**config.mk**
```make
export PLATFORM = sky130hd
export DESIGN_NAME = arith_sequencer
export DESIGN_NICKNAME = d
export VERILOG_FILES = /design/src/rtl/arith_pkg.sv /design/src/rtl/addsub_unit.sv /design/src/rtl/arith_sequencer.sv
export SDC_FILE = /design/constraint.sdc
export NUM_CORES = 1
export LEC_CHECK = 0
export BUFFER_PORTS_ARGS = -buffer_cell sky130_fd_sc_hd__buf_4
export CAP_MARGIN = 10
export CORE_MARGIN = 2
export CORE_UTILIZATION = 55
export DETAILED_ROUTE_END_ITERATION = 6
export PLACE_DENSITY = 0.78
export SLEW_MARGIN = 20
export SYNTH_ARGS = -nofsm -noshare
export SYNTH_HDL_FRONTEND = slang
export SYNTH_SLANG_ARGS = --single-unit
```
**constraint.sdc**
```tcl
create_clock -name clk -period 6.41 [get_ports clk]
set_input_delay 0.9615 -clock clk [delete_from_list [all_inputs] [get_ports clk]]
set_output_delay 0.9615 -clock clk [all_outputs]
set_load 0.01 [all_outputs]
```
**src/rtl/arith_pkg.sv**
```systemverilog
// Shared encodings for the arithmetic sequencer: operation select and FSM states.
package arith_pkg;

  localparam logic [1:0] OP_ADD = 2'b00;
  localparam logic [1:0] OP_SUB = 2'b01;
  localparam logic [1:0] OP_MUL = 2'b10;
  localparam logic [1:0] OP_DIV = 2'b11;

  typedef enum logic [2:0] {
    IDLE,
    ADD,
    MUL,
    DIV,
    DIV_FIX,
    DONE
  } state_t;

endpackage

```
**src/rtl/addsub_unit.sv**
```systemverilog
// Combinational W-bit adder/subtractor: s = x + (y ^ sub) + sub, with carry-out and
// signed overflow taken from the carries around the MSB.
module addsub_unit #(
  parameter int W = 33
) (
  input  logic [W-1:0] x,
  input  logic [W-1:0] y,
  input  logic         sub,
  output logic [W-1:0] s,
  output logic         cout,
  output logic         ovf
);

  logic [W-1:0] yx;
  logic         c_msb;

  assign yx = y ^ {W{sub}};
  assign {c_msb, s[W-2:0]} = {1'b0, x[W-2:0]} + {1'b0, yx[W-2:0]} + {{(W-1){1'b0}}, sub};
  assign {cout, s[W-1]}    = {1'b0, x[W-1]} + {1'b0, yx[W-1]} + {1'b0, c_msb};
  assign ovf               = c_msb ^ cout;

endmodule

```
**src/rtl/arith_sequencer.sv**
```systemverilog
// Multi-cycle add/sub, Booth signed multiply and non-restoring unsigned divide,
// all time-sharing one WIDTH+1-bit adder under a small FSM.
module arith_sequencer
  import arith_pkg::*;
#(
  parameter int WIDTH = 32
) (
  input  logic             clk,
  input  logic             rst,
  input  logic             start,
  input  logic [1:0]       op,
  input  logic [WIDTH-1:0] a,
  input  logic [WIDTH-1:0] b,
  output logic             busy,
  output logic             done,
  output logic [WIDTH-1:0] result_hi,
  output logic [WIDTH-1:0] result_lo,
  output logic             ovf,
  output logic             dbz
);

  localparam int CW = $clog2(WIDTH) + 1;

  state_t           state, state_nxt;
  logic [WIDTH-1:0] opa, opb;
  logic             sub_r;
  logic [WIDTH:0]   acc;          // Booth A or divider R
  logic [WIDTH-1:0] qr;           // multiplier / quotient shift register
  logic             q1;
  logic [CW-1:0]    cnt;

  logic [WIDTH:0]   add_x, add_y, add_s, booth_a, div_fix;
  logic             add_sub, add_ovf, add_cout_unused;

  addsub_unit #(.W(WIDTH + 1)) u_addsub (
    .x   (add_x),
    .y   (add_y),
    .sub (add_sub),
    .s   (add_s),
    .cout(add_cout_unused),
    .ovf (add_ovf)
  );

  // In ADD the operands ride one bit up so the unit's MSB overflow is the
  // WIDTH-bit signed overflow; bit 0 absorbs the subtract carry-in.
  always_comb begin
    add_x   = '0;
    add_y   = '0;
    add_sub = 1'b0;
    case (state)
      ADD: begin
        add_x   = {opa, 1'b0};
        add_y   = {opb, 1'b0};
        add_sub = sub_r;
      end
      MUL: begin
        add_x   = acc;
        add_y   = {opa[WIDTH-1], opa};
        add_sub = qr[0];
      end
      DIV: begin
        add_x   = {acc[WIDTH-1:0], qr[WIDTH-1]};
        add_y   = {1'b0, opb};
        add_sub = ~acc[WIDTH];
      end
      DIV_FIX: begin
        add_x   = acc;
        add_y   = {1'b0, opb};
      end
      default: ;
    endcase
  end

  assign booth_a = (qr[0] ^ q1) ? add_s : acc;
  assign div_fix = acc[WIDTH] ? add_s : acc;

  always_comb begin
    state_nxt = state;
    case (state)
      IDLE:
        if (start) begin
          case (op)
            OP_MUL:  state_nxt = MUL;
            OP_DIV:  state_nxt = (b == '0) ? DONE : DIV;
            default: state_nxt = ADD;
          endcase
        end
      ADD:     state_nxt = DONE;
      MUL:     if (cnt == '0) state_nxt = DONE;
      DIV:     if (cnt == '0) state_nxt = DIV_FIX;
      DIV_FIX: state_nxt = DONE;
      DONE:    state_nxt = IDLE;
      default: state_nxt = IDLE;
    endcase
  end

  always_ff @(posedge clk or posedge rst) begin
    if (rst) state <= IDLE;
    else     state <= state_nxt;
  end

  always_ff @(posedge clk or posedge rst) begin
    if (rst) begin
      opa       <= '0;
      opb       <= '0;
      sub_r     <= 1'b0;
      acc       <= '0;
      qr        <= '0;
      q1        <= 1'b0;
      cnt       <= '0;
      result_hi <= '0;
      result_lo <= '0;
      ovf       <= 1'b0;
      dbz       <= 1'b0;
    end else begin
      case (state)
        IDLE:
          if (start) begin
            opa   <= a;
            opb   <= b;
            sub_r <= (op == OP_SUB);
            acc   <= '0;
            qr    <= (op == OP_DIV) ? a : b;
            q1    <= 1'b0;
            cnt   <= CW'(WIDTH);
            ovf   <= 1'b0;
            dbz   <= 1'b0;
            if (op == OP_DIV && b == '0) begin
              result_lo <= '1;
              result_hi <= a;
              dbz       <= 1'b1;
            end
          end
        ADD: begin
          result_lo <= add_s[WIDTH:1];
          result_hi <= {WIDTH{add_s[WIDTH]}};
          ovf       <= add_ovf;
        end
        MUL:
          if (cnt != '0) begin
            {acc, qr, q1} <= {booth_a[WIDTH], booth_a, qr};
            cnt           <= cnt - CW'(1);
          end else begin
            result_hi <= acc[WIDTH-1:0];
            result_lo <= qr;
          end
        DIV:
          if (cnt != '0) begin
            acc <= add_s;
            qr  <= {qr[WIDTH-2:0], ~add_s[WIDTH]};
            cnt <= cnt - CW'(1);
          end
        DIV_FIX: begin
          acc       <= div_fix;
          result_hi <= div_fix[WIDTH-1:0];
          result_lo <= qr;
        end
        default: ;
      endcase
    end
  end

  assign busy = (state != IDLE);
  assign done = (state == DONE);

endmodule
```
=== After elaboration in Yosys (flattened, before gate mapping) ===
Cells that the tools add are included.
Widths: inputs -> output; s select.

* Output and inout bits: 68
* Bits in registers: 206

* Mux-type cells: 36
* Equal/unequal tests: 16
* Reductions and logical operators: 24
* Bitwise operators: 5
* $add $sub $neg: 5

{| class="wikitable"
|+ Operator list
! cell !! count
|-
| $mux 32 || 10
|-
| $pmux 32 s4 || 2
|-
| $pmux 33 s3 || 2
|-
| $mux 33 || 5
|-
| $pmux 33 s4 || 1
|-
| $pmux 32 s3 || 1
|-
| $add 32x32->33 || 1
|-
| $add 33x1->33 || 1
|-
| $xor 33x33->33 || 1
|-
| $logic_not 32->1 || 1
|-
| $ne 2x2->1 const B || 7
|-
| $mux 3 || 4
|-
| $mux 6 || 2
|-
| $pmux 3 s4 || 1
|-
| $pmux 6 s2 || 1
|-
| $reduce_and 4->1 || 3
|-
| $reduce_and 3->1 || 3
|-
| $reduce_bool 4->1 || 2
|-
| $reduce_or 2->1 || 4
|-
| $eq 3x2->1 const B || 2
|-
| $eq 3x3->1 const B || 2
|-
| $logic_not 6->1 || 1
|-
| $pmux 3 s2 || 1
|-
| $reduce_bool 2->1 || 3
|-
| other kinds (17) || 25
|}

=== Longest topological paths before layout ===
Gate-level depths: netlist (run 1).

* Depth in word-level cells: 10
* Gate-level depth with buffers: 25
* Depth with buffers taken out: 20

=== Modules after synthesis ===
From an unflattened synthesis (run 1), not the netlist that was laid out.

* Cell total of the unflattened synthesis: 1829
* Area total of the unflattened synthesis: 14876.8 µm²

{| class="wikitable"
|+ By module, submodules not included
! module !! instances !! area each (µm²) !! cells an instance
|-
| arith_sequencer || 1 || 12809.8 || 1554
|-
| addsub_unit || 1 || 2067.0 || 275
|}

=== Least setup slack after synthesis (run 1) ===
No wires, ideal clock.

* Path kind: register to register
* Start: register state[2]
* End: register result_hi[10]
* Period minus slack after synthesis: 5508 ps
* Library setup time: 83 ps
* Cell stages (with the launch flop): 25
* Path buffers: 5
* Path slack: 902 ps
* Data arrival time: 5425 ps
* Required time: 6327 ps
* Cell sequence: dfrtp_1 or2b_1 a21oi_1 clkbuf_1 clkbuf_1 buf_1 nand2_1 o21ai_0 ha_1 clkbuf_1 a21oi_1 o211ai_1 a221oi_1 nand3_1 a211o_1 a31oi_1 o21bai_1 fa_1 nor2_1 nor2_1 clkbuf_1 a21oi_1 o21ai_0 o21ai_0 o21ai_0

* Longest elaborated chain between the ends: 8

{| class="wikitable"
|+ RTL lines
! what !! line !! text
|-
| from (decl) || arith_sequencer.sv:24 || <nowiki>state_t state, state_nxt;</nowiki>
|-
| from (signal assigned) || arith_sequencer.sv:99 || <nowiki>else state <= state_nxt;</nowiki>
|-
| $eq 3x2->1 or $eq 3x3->1 (tied branches) || arith_sequencer.sv:50, arith_sequencer.sv:116 ||
|-
| $reduce_or 2->1 (no line) || n/a ||
|-
| $pmux 33 s3 || arith_sequencer.sv:50 || <nowiki>case (state)</nowiki>
|-
| $xor 33x33->33 || addsub_unit.sv:17 || <nowiki>assign yx = y ^ {W{sub}};</nowiki>
|-
| $add 32x32->33 || addsub_unit.sv:18 || <nowiki>assign {c_msb, s[W-2:0]} = {1'b0, x[W-2:0]} + {1'b0, yx[W-2:0]} + {{(W-1){1'b0}}, sub};</nowiki>
|-
| $add 33x1->33 || addsub_unit.sv:18 ||
|-
| $add 2x1->2 or $mux 33 (tied branches) || addsub_unit.sv:19, arith_sequencer.sv:75 ||
|-
| $pmux 32 s4 || arith_sequencer.sv:116 || <nowiki>case (state)</nowiki>
|-
| to (signal assigned) || arith_sequencer.sv:136 || <nowiki>result_hi <= {WIDTH{add_s[WIDTH]}};</nowiki>
|-
| to (signal assigned) || arith_sequencer.sv:144 || <nowiki>result_hi <= acc[WIDTH-1:0];</nowiki>
|-
| to (signal assigned) || arith_sequencer.sv:155 || <nowiki>result_hi <= div_fix[WIDTH-1:0];</nowiki>
|-
| to (decl) || arith_sequencer.sv:16 || <nowiki>output logic [WIDTH-1:0] result_hi,</nowiki>
|}

Several ways; a longest one is shown, not always the timed one.
A chain may end at the register's enable or synchronous reset.

=== Worst setup path in the final report (run 1) ===
* Start: register state[1]
* End: register result_hi[13]

The elaborated chain is that of the path after synthesis.

==> parameters.txt, run 1 <==
Parameter                              Value

Outcome
  Run status    complete, but fails checks
  Failing checks    design-rule violations

Floorplanning
  Total core area    26100 um^2
  Vertical die dimension    167 um
  Starting utilization of the core area    56.1%
  X dimension of the die    167 um
  Die outline area    28000 um^2
  I/O pins    137
  Placement row count    59

Synthesis
  Top_reg_cell synth    sky130_fd_sc_hd__dfrtp_1
  Number of different library cells in the post-synthesis netlist    70
  Area fraction of the dominant cell type after synthesis    35.2%
  Synth Instances    1913
  Fraction of registers with async set or reset after synthesis    100%
  Register area share after synthesis    35.2%
  Register bit count reported by yosys    206
  Synthesized net count    2017
  Post-Synthesis Mean Instance Area    7.66 um^2
  Synthesized cell area    14700 um^2
  Top cells by area, synth    sky130_fd_sc_hd__dfrtp_1 (35%), sky130_fd_sc_hd__nand2_1 (12%), sky130_fd_sc_hd__o21ai_0 (7.1%)
  Area leader, netlist    sky130_fd_sc_hd__dfrtp_1
  Warnings from Yosys    0
  Count of flip-flops with a built-in enable after synthesis    0

Power and ir drop
  Internal Pwr Total    5.08 mW
  Gate power share    63.7%
  Clk network pwr share    12.6%
  Switching power of the nets    5.88 mW
  Max rail drop VDD    397 uV
  Power Dens Cells    654 nW/um^2
  Sequential fraction of design power    23.7%
  Leakage    7.40 nW
  Share of total power consumed by net switching    53.6%

Cells and area
  Footprint of the multi-input gates    8920 um^2
  Filler cell count    2299
  Share of layout cells above drive strength 1    13.8%
  Layout Area Growth over Synthesis    14.3%
  Diode count    0
  Register area    5160 um^2
  Net total in the final layout    2085

Global routing
  Overall global routing resource usage    41.5%
  Total global routing overflow    0
  Number of antenna violations at the first check in global routing    0
  Number of global-route vias before repair    14500
  Largest net degree at the start of global routing    113
  Global-route wire length before repair    88700 um

Timing
  Transition at the pin with the smallest max-transition slack    1150 ps
  Tmin final    5970 ps
  Clk_skew    11.4 ps
  Fmax    0.168 GHz
  Number of slew-limit violations in the final report    0
  Worst slew margin    23.6%
  Final setup violation count    0
  Hold WS    412 ps
  RSZ-0062 raised after global routing    false
  Count of endpoints failing hold in the final timing report    0
  Accumulated negative setup slack    0 ps
  Fin crit share    93.1%

Critical path
  Library cell contributing the largest single delay on the critical path    sky130_fd_sc_hd__fa_1
  Worst flop-to-flop path startpoint    state[1]
  Required time of the critical path    6790 ps
  Total buffers and inverters traversed by the critical path    3
  CP arrival    6350 ps
  Worst setup EP type    register
  Cell chain of the critical path    buf_12 -> buf_4 -> mux2i_1 -> a211oi_1 -> a21o_1 -> ha_1 -> o21ai_0 -> a21oi_1 -> a221oi_1 -> nand3_1 -> a211o_1 -> a31oi_1 -> o21bai_1 -> fa_1 -> nor2_1 -> nor2_1 -> buf_4 -> a221oi_1 -> o21ai_1
  Kind of start point of the critical path    register
  Slowest cell delay on critical path    600 ps
  Critical register-to-register path endpoint    result_hi[13]
  Top fanout value on the critical path    44
  Critical Setup Path Class    reg2reg
  Number of cells on the worst reg-to-reg path    19
  Kind of cell adding the most delay to the critical path    compound AO/OA/AOI/OAI gates
  Flop2flop setup slack    440 ps

Detailed routing
  Drt total wl    59700 um
  DRC violation total after the first TritonRoute iteration    2124
  Wire length on met2    26600 um
  Wire length on met3    6230 um
  Residual DRC count    46
  Detail Route Antenna Nets    0
  Average wire per standard cell    25.6 um
  Metal-1 WL    22100 um
  Top routing layer in use    met4
  TritonRoute pass-1 iters    7
  Routed vias    15700
  Vias per inst    6.72

Clocking
  Skew-Pair Late Insertion Delay    520 ps
  Hold buffer count at cts    0
  Number of H-tree levels    1
  Num Clock Sinks    206
  Clock tree from TritonCTS    done
  Clk root buf    sky130_fd_sc_hd__clkbuf_16
  Post-CTS setup buffer count    0
  CTS clock-pin slew for the worst setup and hold paths    60 ps
  Inserted Clock Buffers    24
  Bufs on Longest Clock Path    3
  Quantity of gates resized following cts    0

Placement
  Port Buffer Count    136
  Sum of net half-perimeters after detailed placement    44400 um
  Gpl congestion    1.05

Worst hold path
  Path type of the worst min-delay path    in2async

Run
  Max_cap viols    0
-- cells in the mapped netlist, types with 13 or more instances --
cell                         n
sky130_fd_sc_hd__o21a_1     14
sky130_fd_sc_hd__a21o_1     31
sky130_fd_sc_hd__ha_1       33
sky130_fd_sc_hd__mux2i_1    71
sky130_fd_sc_hd__o211ai_1   17
sky130_fd_sc_hd__mux2_2     32
sky130_fd_sc_hd__a22oi_1    21
sky130_fd_sc_hd__a21oi_1   156
sky130_fd_sc_hd__nor2_1    149
sky130_fd_sc_hd__clkbuf_1  120
sky130_fd_sc_hd__inv_1      19
sky130_fd_sc_hd__nand3_1    56
sky130_fd_sc_hd__buf_1      17
sky130_fd_sc_hd__nor3_1     17
sky130_fd_sc_hd__a211oi_1   25
sky130_fd_sc_hd__nor4_1     13
sky130_fd_sc_hd__a221oi_1   14
sky130_fd_sc_hd__xnor2_1    51
sky130_fd_sc_hd__a31oi_1    21
sky130_fd_sc_hd__dfrtp_1   206
sky130_fd_sc_hd__o21ai_0   209
sky130_fd_sc_hd__nand2_1   457
-- power groups by stage --
stage / Sequential, mW / Combinational (mW) / Clock [mW]
6_report: 2.60 / 6.98 / 1.39
5_1_grt: 2.62 / 7.46 / 1.43
4_1_cts: 2.55 / 6.78 / 1.38
3_5_place_dp: 2.57 / 6.74 / 0
3_3_place_gp: 2.56 / 6.63 / 0
2_1_floorplan: 2.31 / 4.52 / 0
-- metrics by stage --
| stage | power (mW) | area (um^2) | std cells | utilization, % | setup WS, ps |
|---|---|---|---|---|---|
| final | 11.0 | 16800 | 2331 | 64.1 | 445 |
| after global routing | 11.5 | 16800 | 2331 | 64.1 | 133 |
| after CTS | 10.7 | 16800 | 2331 | 64.1 | 627 |
| after detailed placement | 9.31 | 16000 | 2290 | 61.1 | 638 |
| after global placement | 9.19 | 16000 | 2290 | 61.1 | 808 |
| after floorplan | 6.82 | 14700 | 1913 | - | 902 |
-- cell families after synthesis --
| logic type | after synthesis | synth area share (%) |
|---|---|---|
| mux | 104 | 7.41 |
| flops | 206 | 35.2 |
| fa+ha+maj | 35 | 3.09 |
| simple gates | 752 | 21.4 |
| xor+xnor | 61 | 3.65 |
| compound gates | 596 | 25.1 |
| buf+inv | 159 | 4.18 |
-- sequential cells by signal (all words and copies together) (netlist names) --
signal	count
sub_r	1
opb	32
acc	33
state	3
qr	32
dbz	1
cnt	6
opa	32
q1	1
ovf	1
result_lo	32
result_hi	32
-- per-layer routing --
metal | track usage, % | vias to the layer above
li1 | - | 6924
met1 | 51.6 | 7442
met2 | 65.1 | 1051
met3 | 9.50 | 252
met4 | 27.0 | 0
met5 | 0 | -
-- cell usage in the layout, fill, tap and decap left out, drive strengths merged, types with 11 or more instances in the layout --
master and instances:
a22oi 22, xnor2 51, nand2 457, o31ai 11
nand4 11, a211oi 25, nor4 14, a21o 31
or3 12, a221oi 15, mux2 33, o21ai 216
a21oi 156, o21a 14, clkbuf 36, mux2i 71
o211ai 17, inv 18, nand3 56, o221ai 12
ha 33, buf 182, a31oi 21, dfrtp 206
nor2 149, nor3 17
-- worst register-to-register path, delay by kind of cell (launching register included) --
kind	cells	cell delay [ps]
buffers and inverters	3	1090
AO/OA/AOI/OAI	10	2490
adder cells (fa/ha/maj)	2	960
AND/OR/NAND/NOR	3	510
multiplexers	1	240
flip-flops	1	530
-- worst max-delay path by stage --
stage          startpoint            end  slack (ps)  cells past startpoint
2_1_floorplan    state[2]  result_hi[10]         900                     24
3_3_place_gp     state[1]  result_hi[12]         810                     20
3_5_place_dp     state[1]  result_hi[12]         640                     20
4_1_cts          state[1]  result_hi[12]         630                     20
5_1_grt          state[1]  result_hi[13]         130                     20
6_report         state[1]  result_hi[13]         440                     19
-- final cells by class --
cell class / instances / share of cell area [%]
Multi-Input combinational cell: 1548 / 53.3
Sequential cell: 206 / 30.8
Timing Repair Buffer: 182 / 8.30
Clock buffer: 36 / 4.22
Tap cell: 335 / 2.50
Clock inverter: 5 / 0.470
Inverter: 19 / 0.448
(Power assumes the default switching activity.)
==> inputs of run 2 (changes only) <==
CELL_PAD_IN_SITES_DETAIL_PLACEMENT = 0   (was default)
CELL_PAD_IN_SITES_GLOBAL_PLACEMENT = 2   (was default)
CORE_UTILIZATION = 32   (was 55)
PLACE_DENSITY = default   (was 0.78)
PLACE_DENSITY_LB_ADDON = 0.1   (was default)
==> run 2 against run 1 <==
Effect of this change: the flow now finishes without violations; routed wire length up 20%; total power up 4.8%; sequential power about the same; global-route usage down 12 points; count of clock-buffer cells in the layout up 1; clock skew up 22 ps; critical endpoint is now result_hi[16]; first-iteration DRC count down 34%.
==> parameters.txt, run 2 (synthesis results as in run 1) <==
Parameter                              Value

Placement
  Sum of net half-perimeters after detailed placement    54400 um
  Port Buffer Count    136
  Post-Place Cells    2567
  Gpl congestion    0.913

Detailed routing
  Detail Route Antenna Nets    0
  Routed vias    15200
  Residual DRC count    0
  TritonRoute pass-1 iters    6
  Drt total wl    71600 um
  Vias per inst    5.82
  DRC violation total after the first TritonRoute iteration    1405
  Average wire per standard cell    27.4 um

Critical path
  Slowest cell delay on critical path    590 ps
  Number of cells on the worst reg-to-reg path    21
  Critical Setup Path Class    reg2reg
  Library cell contributing the largest single delay on the critical path    sky130_fd_sc_hd__fa_1
  CP arrival    6200 ps
  Critical register-to-register path endpoint    result_hi[16]
  Cell chain of the critical path    inv_1 -> nor2_2 -> buf_4 -> a21oi_1 -> o21ai_0 -> xnor2_1 -> ha_1 -> nand2_1 -> nor3_1 -> a22oi_1 -> nand3_1 -> a211o_1 -> a31oi_1 -> o21bai_1 -> fa_1 -> nor2_1 -> nor2_2 -> buf_4 -> a21oi_1 -> o21a_1 -> o31ai_1
  Top fanout value on the critical path    27
  Total buffers and inverters traversed by the critical path    3
  Worst flop-to-flop path startpoint    state[1]
  Required time of the critical path    6850 ps
  Kind of start point of the critical path    register
  Worst setup EP type    register
  Flop2flop setup slack    660 ps
  Kind of cell adding the most delay to the critical path    compound AO/OA/AOI/OAI gates

Floorplanning
  Die outline area    47500 um^2
  Total core area    45300 um^2
  X dimension of the die    218 um
  I/O pins    137
  Starting utilization of the core area    32.4%
  Vertical die dimension    218 um
  Placement row count    78

Timing
  Worst slew margin    27.2%
  Final setup violation count    0
  Fin crit share    89.8%
  Tmin final    5750 ps
  Fmax    0.174 GHz
  RSZ-0062 raised after global routing    false
  Count of endpoints failing hold in the final timing report    0
  Clk_skew    33.1 ps
  Number of slew-limit violations in the final report    0
  Transition at the pin with the smallest max-transition slack    1090 ps
  Accumulated negative setup slack    0 ps

Clocking
  Skew-Pair Late Insertion Delay    570 ps
  Bufs on Longest Clock Path    3
  Inserted Clock Buffers    27
  Post-CTS setup buffer count    0
  Quantity of gates resized following cts    0
  Clock tree from TritonCTS    done
  Clk root buf    sky130_fd_sc_hd__clkbuf_16
  CTS clock-pin slew for the worst setup and hold paths    60 ps
  Hold buffer count at cts    0
  Num Clock Sinks    206
  Number of H-tree levels    1

Power and ir drop
  Leakage    7.53 nW
  Power Dens Cells    665 nW/um^2
  Max rail drop VDD    327 uV

Cells and area
  Layout Cells excl Fill    2615
  Most frequent cells in the layout    sky130_fd_sc_hd__nand2_1 (455), sky130_fd_sc_hd__o21ai_0 (209), sky130_fd_sc_hd__dfrtp_1 (203)
  Diode count    0
  Register with the highest flop count    acc
  Max reg flops    33
  Most common library cell in the layout ignoring fill and taps    sky130_fd_sc_hd__nand2_1
  Layout Area Growth over Synthesis    18.0%
  Net total in the final layout    2100
  Share of layout cells above drive strength 1    15.0%

Worst hold path
  Path type of the worst min-delay path    in2async

Global routing
  Number of global-route vias before repair    14500
  Global-route wire length before repair    104000 um
  Number of antenna violations at the first check in global routing    1
  Total global routing overflow    0
  Overall global routing resource usage    29.7%
  Largest net degree at the start of global routing    118

Outcome
  Run status    finished, final reports clean

Run
  Max_cap viols    0
==> run 2: stage by stage <==
stage / util, % / hold slack [ps] / cell area, um^2 / total power, mW / setup slack (ps)
after floorplan: - / 438 / 14700 / 6.82 / 902
final: 38.2 / 429 / 17300 / 11.5 / 656
after global routing: 38.2 / 479 / 17300 / 12.2 / 239
after global placement: 36.2 / 471 / 16400 / 9.84 / 739
after CTS: 38.2 / 445 / 17300 / 11.4 / 632
after detailed placement: 36.2 / 472 / 16400 / 9.84 / 672
==> run 2: final cells by class <==
class,count,area (um^2)
Multi-Input combinational cell,1548,8930
Timing Repair Buffer,194,1470
Clock inverter,11,113
Sequential cell,206,5160
Inverter,19,75.1
Clock buffer,37,783
Fill cell,4886,28000
Tap cell,600,751
==> run 2: report_power, final <==
part,total (mW),internal (mW),switching (mW)
sequential,2.59,1.86,0.723
clock,1.57,0.929,0.639
combinational,7.34,2.48,4.86
total,11.5,5.27,6.22
==> run 2: how the worst max path moves through the flow <==
stage | start | end | slack [ps] | depth (start not counted)
2_1_floorplan | state[2] | result_hi[10] | 900 | 24
3_3_place_gp | state[1] | result_hi[16] | 740 | 21
3_5_place_dp | state[1] | result_hi[16] | 670 | 21
4_1_cts | state[1] | result_hi[18] | 630 | 21
5_1_grt | state[1] | result_hi[27] | 240 | 22
6_report | state[1] | result_hi[16] | 660 | 21
==> run 2: layer usage <==
layer	vias to the layer above	share of wire (%)	global-route usage, %
li1	6964	-	-
met1	7565	44	40.8
met2	590	46	48.1
met3	113	5.6	3.08
met4	0	4.4	11.2
met5	-	0	0
==> inputs of run 3 (changes only) <==
PLACE_DENSITY = 0.88   (was default)
PLACE_DENSITY_LB_ADDON = default   (was 0.1)
REMOVE_ABC_BUFFERS = 1   (was default)
==> run 3 against run 2 <==
Effect of this change: clock skew decreased by 3.0 ps; non-clock buffer count shrank 8; combinational power down 4.2%; routed wire length is 12% lower; sequential power shrank 2%.
==> parameters.txt, run 3 (synthesis results as in run 1) <==
Parameter                              Value

Critical path
  Critical register-to-register path endpoint    result_hi[10]
  Number of cells on the worst reg-to-reg path    22
  Library cell contributing the largest single delay on the critical path    sky130_fd_sc_hd__fa_1
  Kind of start point of the critical path    register
  Flop2flop setup slack    580 ps
  Slowest cell delay on critical path    660 ps
  CP arrival    6320 ps
  Most repeated library cell on the critical path    sky130_fd_sc_hd__o21ai_0
  Worst setup EP type    register
  Cell chain of the critical path    buf_4 -> nor2_2 -> buf_4 -> a21oi_1 -> o21ai_0 -> xnor2_1 -> ha_1 -> a21oi_1 -> o21ai_0 -> a22oi_1 -> nand3_1 -> a211o_1 -> a31oi_1 -> o21bai_1 -> fa_1 -> nor2_1 -> nor2_2 -> buf_4 -> a21oi_1 -> o21ai_0 -> o21ai_0 -> o21ai_0
  Top fanout value on the critical path    34
  Total buffers and inverters traversed by the critical path    3
  Required time of the critical path    6900 ps
  Kind of cell adding the most delay to the critical path    compound AO/OA/AOI/OAI gates
  Worst flop-to-flop path startpoint    state[0]
  Critical Setup Path Class    reg2reg

Timing
  Worst slew margin    21.8%
  Accumulated negative setup slack    0 ps
  Number of slew-limit violations in the final report    0
  RSZ-0062 raised after global routing    false
  Transition at the pin with the smallest max-transition slack    1170 ps
  Clk_skew    30.0 ps
  Final setup violation count    0
  Fmax    0.172 GHz
  Count of endpoints failing hold in the final timing report    0
  Tmin final    5830 ps
  Fin crit share    91.0%

Cells and area
  Most frequent cells in the layout    sky130_fd_sc_hd__nand2_1 (455), sky130_fd_sc_hd__o21ai_0 (209), sky130_fd_sc_hd__dfrtp_1 (203)
  Filler cell count    4785
  Layout Cells excl Fill    2603
  Diode count    0
  Net total in the final layout    2090
  Most common library cell in the layout ignoring fill and taps    sky130_fd_sc_hd__nand2_1
  Register with the highest flop count    acc
  Layout Area Growth over Synthesis    17.1%
  Layout Cell Area excl Fill    17200 um^2
  Share of layout cells above drive strength 1    14.7%
  Max reg flops    33

Global routing
  Number of global-route vias before repair    14600
  Global-route wire length before repair    95200 um
  Total global routing overflow    0
  Number of antenna violations at the first check in global routing    0
  Largest net degree at the start of global routing    121
  Overall global routing resource usage    26.3%

Clocking
  Skew-Pair Late Insertion Delay    570 ps
  Number of H-tree levels    1
  Post-CTS setup buffer count    0
  Clk root buf    sky130_fd_sc_hd__clkbuf_16
  Bufs on Longest Clock Path    3
  Hold buffer count at cts    0
  Clock tree from TritonCTS    done
  Quantity of gates resized following cts    0
  CTS clock-pin slew for the worst setup and hold paths    70 ps
  Num Clock Sinks    206
  Inserted Clock Buffers    25

Placement
  Post-Place Cells    2559
  Port Buffer Count    136
  Cell area reported after detailed placement    16400 um^2
  Sum of net half-perimeters after detailed placement    44200 um
  Gpl congestion    0.963

Floorplanning
  I/O pins    137
  Die outline area    47500 um^2
  Total core area    45300 um^2
  X dimension of the die    218 um
  Placement row count    78
  Vertical die dimension    218 um
  Starting utilization of the core area    32.4%

Power and ir drop
  Power Dens Cells    642 nW/um^2
  Max rail drop VDD    382 uV
  Leakage    7.45 nW

Outcome
  Run status    finished, final reports clean

Detailed routing
  Residual DRC count    0
  TritonRoute pass-1 iters    5
  Detail Route Antenna Nets    0
  DRC violation total after the first TritonRoute iteration    1780
  Drt total wl    63000 um
  Average wire per standard cell    24.2 um
  Routed vias    15300
  Vias per inst    5.87

Worst hold path
  Worst hold stages    2
  Hold path start    dbz
  End point of the worst hold path    dbz
  Path type of the worst min-delay path    reg2reg

Run
  Max_cap viols    0
## run 3: area by class of cell
cell class | instances | area, um^2 | area share (%)
multi-input combinational | 1548 | 8950 | 52.1
sequential | 206 | 5160 | 30.1
timing repair buffer | 186 | 1420 | 8.28
tap | 600 | 751 | 4.37
clock buffer | 36 | 727 | 4.23
clock inverter | 8 | 78.8 | 0.459
inverter | 19 | 78.8 | 0.459
## run 3: how the worst max path moves through the flow
stage / start / end / slack [ps] / cells past startpoint
floorplan: state[1] / result_hi[16] / -2960 / 18
global placement: state[1] / result_hi[22] / 840 / 21
detailed placement: state[0] / result_hi[22] / 680 / 22
CTS: state[0] / result_hi[10] / 680 / 22
global route: state[0] / result_hi[10] / 90 / 22
finish: state[0] / result_hi[10] / 580 / 22
## run 3: per-stage QoR
step           hold slack, ps  total power, mW  worst slack, ps  util [%]
2_1_floorplan             438             6.68            -2960         -
3_3_place_gp              470             9.36              837      36.1
3_5_place_dp              473             9.41              682      36.1
4_1_cts                   491             10.9              677      37.9
5_1_grt                   510             11.8             90.2      37.9
6_report                  485             11.0              580      37.9
## run 3: report_power, final
part / total, mW / internal, mW / switching, mW
clock: 1.46 / 0.827 / 0.635
combinational: 7.03 / 2.43 / 4.60
sequential: 2.54 / 1.86 / 0.675
total: 11.0 / 5.12 / 5.91
## run 3: layer usage
layer,GRT usage [%],up-vias,part of all wire (%)
li1,-,6929,-
met3,4.31,113,7.9
met2,40.0,700,44
met4,9.16,0,3.5
met5,0,-,0
met1,37.6,7526,44
## run 3: worst register-to-register path, cell delays in order, from the launching register on
cell                       delay [ps]
sky130_fd_sc_hd__dfrtp_2          590
sky130_fd_sc_hd__buf_4            450
sky130_fd_sc_hd__nor2_2           140
sky130_fd_sc_hd__buf_4            240
sky130_fd_sc_hd__a21oi_1          170
sky130_fd_sc_hd__o21ai_0          110
sky130_fd_sc_hd__xnor2_1          160
sky130_fd_sc_hd__ha_1             400
sky130_fd_sc_hd__a21oi_1          240
sky130_fd_sc_hd__o21ai_0          170
sky130_fd_sc_hd__a22oi_1          260
sky130_fd_sc_hd__nand3_1          270
sky130_fd_sc_hd__a211o_1          330
sky130_fd_sc_hd__a31oi_1          370
sky130_fd_sc_hd__o21bai_1         140
sky130_fd_sc_hd__fa_1             660
sky130_fd_sc_hd__nor2_1           100
sky130_fd_sc_hd__nor2_2            90
sky130_fd_sc_hd__buf_4            390
sky130_fd_sc_hd__a21oi_1           80
sky130_fd_sc_hd__o21ai_0          110
sky130_fd_sc_hd__o21ai_0          110
sky130_fd_sc_hd__o21ai_0          190
